**src/rtl/nn_pkg.sv**
```systemverilog
// Shared types and layer constants for the MNIST inference datapath.
package nn_pkg;

    typedef enum logic [2:0] {
        IDLE,
        CLEAR,
        ACCUM,
        BIAS,
        DRAIN,
        VALID,
        WAIT,
        DONE
    } seq_state_t;

    localparam int N_IN_HIDDEN = 784;
    localparam int N_HIDDEN    = 10;
    localparam int DW          = 16;

endpackage

```
**src/rtl/hidden_layer_sequencer.sv**
```systemverilog
// Neuron-by-neuron sequencer for the hidden layer: clear, stream weights,
// add bias, fire the ReLU and store each result.
module hidden_layer_sequencer #(
    parameter int N_IN  = nn_pkg::N_IN_HIDDEN,
    parameter int N_OUT = nn_pkg::N_HIDDEN,
    parameter int DW    = nn_pkg::DW,
    localparam int AW   = (N_IN * N_OUT > 1) ? $clog2(N_IN * N_OUT) : 1,
    localparam int NW   = (N_OUT > 1) ? $clog2(N_OUT) : 1
) (
    input  logic          clk,
    input  logic          reset,
    input  logic          start,
    input  logic          abort,
    input  logic          rom_ready,
    output logic          busy,
    output logic          done,
    output logic          rom_rd,
    output logic [AW-1:0] rom_addr,
    output logic          bias_rd,
    output logic [NW-1:0] neuron_idx,
    output logic          mac_clear,
    output logic          mac_en,
    output logic          mac_bias_en,
    output logic          mac_valid,
    input  logic          relu_valid,
    input  logic [DW-1:0] relu_out,
    output logic          result_wr,
    output logic [NW-1:0] result_idx,
    output logic [DW-1:0] result_data
);
    import nn_pkg::*;

    localparam int IW = (N_IN > 1) ? $clog2(N_IN) : 1;
    localparam logic [IW-1:0] LAST_IN  = IW'(N_IN - 1);
    localparam logic [NW-1:0] LAST_OUT = NW'(N_OUT - 1);

    seq_state_t    state;
    logic [IW-1:0] in_idx;

    always_ff @(posedge clk or negedge reset) begin
        if (!reset) begin
            state       <= IDLE;
            neuron_idx  <= '0;
            in_idx      <= '0;
            mac_en      <= 1'b0;
            mac_bias_en <= 1'b0;
        end else begin
            // ROM data lands one cycle after the read strobe
            mac_en      <= rom_rd;
            mac_bias_en <= bias_rd;
            if (abort) begin
                state      <= IDLE;
                neuron_idx <= '0;
                in_idx     <= '0;
            end else begin
                case (state)
                    IDLE: if (start) begin
                        state      <= CLEAR;
                        neuron_idx <= '0;
                    end
                    CLEAR: begin
                        in_idx <= '0;
                        state  <= ACCUM;
                    end
                    ACCUM: if (rom_ready) begin
                        if (in_idx == LAST_IN) state <= BIAS;
                        else                   in_idx <= in_idx + IW'(1);
                    end
                    BIAS:  state <= DRAIN;
                    DRAIN: state <= VALID;
                    VALID: state <= WAIT;
                    WAIT: if (relu_valid) begin
                        if (neuron_idx == LAST_OUT) begin
                            state <= DONE;
                        end else begin
                            neuron_idx <= neuron_idx + NW'(1);
                            state      <= CLEAR;
                        end
                    end
                    DONE: begin
                        state      <= IDLE;
                        neuron_idx <= '0;
                        in_idx     <= '0;
                    end
                    default: state <= IDLE;
                endcase
            end
        end
    end

    // Strobes decode straight from the state register; rom_rd also gates on ready
    assign busy        = (state != IDLE);
    assign done        = (state == DONE);
    assign mac_clear   = (state == CLEAR);
    assign rom_rd      = (state == ACCUM) && rom_ready;
    assign bias_rd     = (state == BIAS);
    assign mac_valid   = (state == VALID);
    assign result_wr   = (state == WAIT) && relu_valid;
    assign result_idx  = neuron_idx;
    assign result_data = relu_out;
    assign rom_addr    = AW'(neuron_idx) * AW'(N_IN) + AW'(in_idx);

endmodule

```
**config.mk**
```make
export PLATFORM = sky130hd
export DESIGN_NAME = hidden_layer_sequencer
export DESIGN_NICKNAME = d
export VERILOG_FILES = /design/src/rtl/nn_pkg.sv /design/src/rtl/hidden_layer_sequencer.sv
export SDC_FILE = /design/constraint.sdc
export NUM_CORES = 1
export LEC_CHECK = 0
export BUFFER_PORTS_ARGS = -buffer_cell sky130_fd_sc_hd__buf_2
export CAP_MARGIN = 10
export CORE_MARGIN = 4
export CORE_UTILIZATION = 43
export DETAILED_ROUTE_END_ITERATION = 10
export PLACE_DENSITY = 0.78
export SETUP_SLACK_MARGIN = 0.15
export SLEW_MARGIN = 20
export SYNTH_ARGS = -nofsm -noshare
export SYNTH_HDL_FRONTEND = slang
export SYNTH_SLANG_ARGS = --single-unit
```
**constraint.sdc**
```tcl
create_clock -name clk -period 2 [get_ports clk]
set_clock_uncertainty 0.15 [all_clocks]
set_input_delay 0.1 -clock clk [delete_from_list [all_inputs] [get_ports clk]]
set_output_delay 0.1 -clock clk [all_outputs]
set_load 0.05 [all_outputs]
```
# After elaboration in Yosys (flattened, before gate mapping)
# Index checks and enable logic that the tools add are counted.
# W data, S select, Z words.
# classes
multipliers,1
magnitude_cmp,0
shifts,0
div_mod_pow,0
n_reduce_logical,10
eq_ne,15
muxes,16
bitwise_logic,0
addsub,3
# ops
op,count
$mux W10,3
$pmux W3 S8,1
$pmux W10 S2,1
$mux W3,6
$ne A3 B3 Y1 const B,6
$mux W4,4
$add A13 B10 Y13,1
$eq A3 B3 Y1 const B,4
$pmux W4 S3,1
$add A10 B1 Y10 const B,1
$eq A10 B10 Y1 const B,1
$mul A4 B6 Y9 const B,1
$reduce_and A4 Y1,2
$eq A3 B2 Y1 const B,2
$reduce_bool A3 Y1,2
$add A4 B1 Y4 const B,1
$eq A4 B4 Y1 const B,1
$reduce_bool A4 Y1,1
$eq A3 B1 Y1 const B,1
$logic_not A3 Y1,1
$reduce_and A3 Y1,1
$logic_and A1 B1 Y1,2
$reduce_or A2 Y1,1
# word_totals
input_bits,22
n_memories,0
wordCells,50
register_bits,19
ram_bits,0
mem_bits_ro,0
latch_bits,0
output_inout_bits,46

# Depth between registers and ports, before layout
# depth
ltp_word,5
ltp_mapped,9

# Worst setup path after synthesis
# No wires, ideal clock.
# synth_path
path_type,register -> output
start,register neuron_idx[0]
end,output port rom_addr[12]
stages_incl_launch_ff,9
setup_slack_ps,-1070
n_path_buf,0
t_arrival_ps,2820
t_required_ps,1750
cell_sequence,dfrtp_1 -> ha_1 -> inv_1 -> fa_1 -> nand2b_1 -> a21oi_1 -> o21a_1 -> o211ai_1 -> xnor2_1
# synth_between
elab_chain_len,2
# synth_rtl
element,line,rtl
from (decl),hidden_layer_sequencer.sv:20,"output logic [NW-1:0] neuron_idx,"
from (signal assigned),hidden_layer_sequencer.sv:76,neuron_idx <= neuron_idx + NW'(1);
$mul A4 B6 Y9,hidden_layer_sequencer.sv:101,assign rom_addr = AW'(neuron_idx) * AW'(N_IN) + AW'(in_idx);
$add A13 B10 Y13,hidden_layer_sequencer.sv:101,
to (decl),hidden_layer_sequencer.sv:18,"output logic [AW-1:0] rom_addr,"
# No other way between the ends.

# Worst setup path after layout
# layout_path
start,register neuron_idx[1]
end,output port rom_addr[11]
# The elaborated chain is that of the path after synthesis.

==> results.md <==
* Clock buffer depth at 2
* Die ar. at 0.00482 sq mm
* Initial core utilization at 0.443
* Wirelength per Cell at between 15 and 20 um
* CP max stage cell: dfrtp_2
* Final wirelength at 4830 um
* First-pass GRT wire length at 7530 um
* TritonCTS clock tree: done
* Vias in the first global route at about 1600
* Crit path cell chain: ha_2 > ha_2 > ha_4 > inv_4 > or4_4 > nand4b_1 > buf_6
* Syn Nets at 220
* Yosys Warn Count at 0
* H-tree Lvls at 1
* Detailed-route via count at 1578
* Commonest non-fill, non-tap cell in the layout: buf_4
* Sequential fraction of the synthesis area at 0.293
* Io pins at 68
* Area fraction of the dominant cell type after synthesis at 0.293
* Design area at 0.00259 sq mm
* Max IR drop VDD at 0.251 mV
* GRT Overall Usage at 0.192
* CP Capture Type: output port
* Fin. Hold Viols at 0
* Unrepaired setup endpoints after global routing: true
* DP HPWL at between 2000 and 3000 um
* Initial antenna violation count at 0
* CP Max Fanout at 6
* Hold slack at 0.0265 ns
* Leak pwr at roughly 1.2 nW
* Max-slew violations at 0
* EDFF count, synth at 0
* Finished Core Util at 0.707
* Via density per instance at 5.33
* CP max stage delay at 0.48 ns
* Worst slew margin at 0.705
* Clock slew at reported path FFs at 0.07 ns
* Area grow syn2layout at 59.7%
* Compound-Gate Fraction of Synth Area at 0.117
* Post-synthesis register bit count at 19
* Period minus WS final at 2.58 ns
* # setup viols final at 6
* Post-synthesis xor/xnor area fraction at 0.0864
* Peak Freq at 387 MHz
* Site Rows at 22
* Final nets at roughly 290
* Arr. time, crit path at 2.33 ns
* Chip Height at 69.4 um
* Antenna fix cells at 0
* CP Data Required Time at between 1.5 and 2 ns
* Mux share of post-synthesis cell area at 0.0131
* Synth cell types at 44
* FFs w/ async S/R, synth at 1.00
* Final TNS setup at -2.40 ns
* Chip width at 69.4 um
* Cts bufs inserted at 3
* Proportion of layout cells with a drive suffix above 1 at 0.609
* Mapped cell area at 0.00162 sq mm
* Mapped Avg Cell Area at about 8.9 sq um
* Residual DRC count at 0
* Sink Count at 19
* MaxCap Viol Count at 0
* Ranking of synthesized cells by area: dfrtp_1 (29%), buf_4 (12%), ha_1 (11%)
* Final setup margin at -0.582 ns
* Combinational family with the most area after synthesis: simple AND/OR/NAND/NOR gates
* CP Launch Type: flip-flop
* Adder-cell share of the synthesized area at 0.120
* Worst-Margin Slew at 0.442 ns
* IO buf count at 35
* Gate Count Post-Synth at between 150 and 200
* Fill cells at about 230
* Commonest non-fill, non-tap cells in the layout: buf_4 (39), buf_2 (27), buf_6 (19)
* Drt first pass iters at 4
* Ys flop type: dfrtp_1
* Reg-to-reg slack, setup at about 0.030 ns
* Status: complete, but fails checks
* Pwr Density at 372 mW/mm^2
* Biggest area consumer among synthesized cells: dfrtp_1
* Critical path class: reg2out
* Routability congestion estimate at 0.854
* Clk_lat worst skew at 0.26 ns
* GRT overflow at 0
* Hold WC Path Type: in2reg
* Pin count of the biggest net entering global routing at 20
* CP dominant cell by count: ha_2
* Simple-Gate Fraction of Synth Area at 0.216
* Core area at around 0.0037 sq mm
* Final Cycle Share at 1.29
* DP Area at 0.00214 sq mm
* Clk root buf: clkbuf_8
* 1st-iter DRT viols at between 70 and 80
* ANT nets after route at 0
* Failing checks: negative setup slack
## power by group
part	internal [mW]	total, mW	switching [mW]	leakage (nW)
registers	0.396	0.414	0.0174	0.254
logic	0.117	0.277	0.160	0.967
clock network	0.142	0.272	0.130	0.0228
## area by class of cell
cell class	count	area, sq um	share of cell area
Clock buffer	4	45.0	0.0174
Inverter	11	47.5	0.0184
Multi-Input combinational cell	125	1270	0.491
Sequential cell	19	484	0.187
Tap cell	48	60.1	0.0232
Timing Repair Buffer	89	682	0.263
## per-stage QoR
stage,power [mW],worst slack [ns],cells
after detailed placement,0.644,-0.430,275
after floorplan,0.673,-0.622,183
after CTS,0.946,-0.601,289
after global placement,0.642,-0.367,275
after global routing,1.01,-0.649,296
final,0.963,-0.582,296
## cell families after synthesis
| group | count (synthesis) |
|---|---|
| muxes | 2 |
| buffers and inverters | 39 |
| xor gates and xnor gates | 16 |
| AOI/OAI and AO/OA | 27 |
| and+or+nand+nor | 65 |
| DFF | 19 |
| adders and majority gates | 15 |
## what timing repair did
item	CTS	global route
pin swaps	16	10
endpoints found under the setup margin	15	21
cloned	0	0
buffers inserted	8	7
endpoints found under the hold margin	20	0
gates resized for setup	43	19
hold buffers	2	0
## critical path: cells and delay by family, from the launching register on
| family | cells | cell delay, ns |
|---|---|---|
| flip-flops | 1 | 0.48 |
| AND/OR/NAND/NOR | 2 | 0.60 |
| buffers and inverters | 2 | 0.21 |
| adder cells (fa/ha/maj) | 3 | 0.78 |
## worst paths after layout
path / from / endpoint / depth (start not counted)
worst max-delay path: neuron_idx[1]$_DFFE_PN0P_ / rom_addr[11] / 7
worst max register to register: neuron_idx[0]$_DFFE_PN0P_ / neuron_idx[3]$_DFFE_PN0P_ / 7
worst min register to register: in_idx[1]$_DFFE_PN0P_ / in_idx[1]$_DFFE_PN0P_ / 2
min in group asynchronous: reset / mac_bias_en$_DFF_PN0_ / 2
max in group asynchronous: reset / neuron_idx[0]$_DFFE_PN0P_ / 2
worst min-delay path: rom_ready / state[0]$_DFFE_PN0P_ / 3
## cells in the mapped netlist, types with 4 or more instances
library cell,instances
buf_4,25
nor2_1,20
dfrtp_1,19
nand2_1,15
ha_1,14
inv_1,10
xnor2_1,10
and3_1,7
a21oi_1,6
xor2_1,6
nand2b_1,4
nand4_1,4
o21ai_0,4
## registers in the layout (all words and copies together), names as in the netlist
name / count
neuron_idx: 4
mac_bias_en: 1
mac_en: 1
in_idx: 10
state: 3
## layer usage
metal  global-route usage  routed length, um  vias up
met5                    0                  0        -
li1                     -                  -      729
met4               0.0998                160        0
met2                0.337               2480       54
met3               0.0406                269       20
met1                0.218               1920      775
No activity file was read; power rests on OpenSTA's default activity.
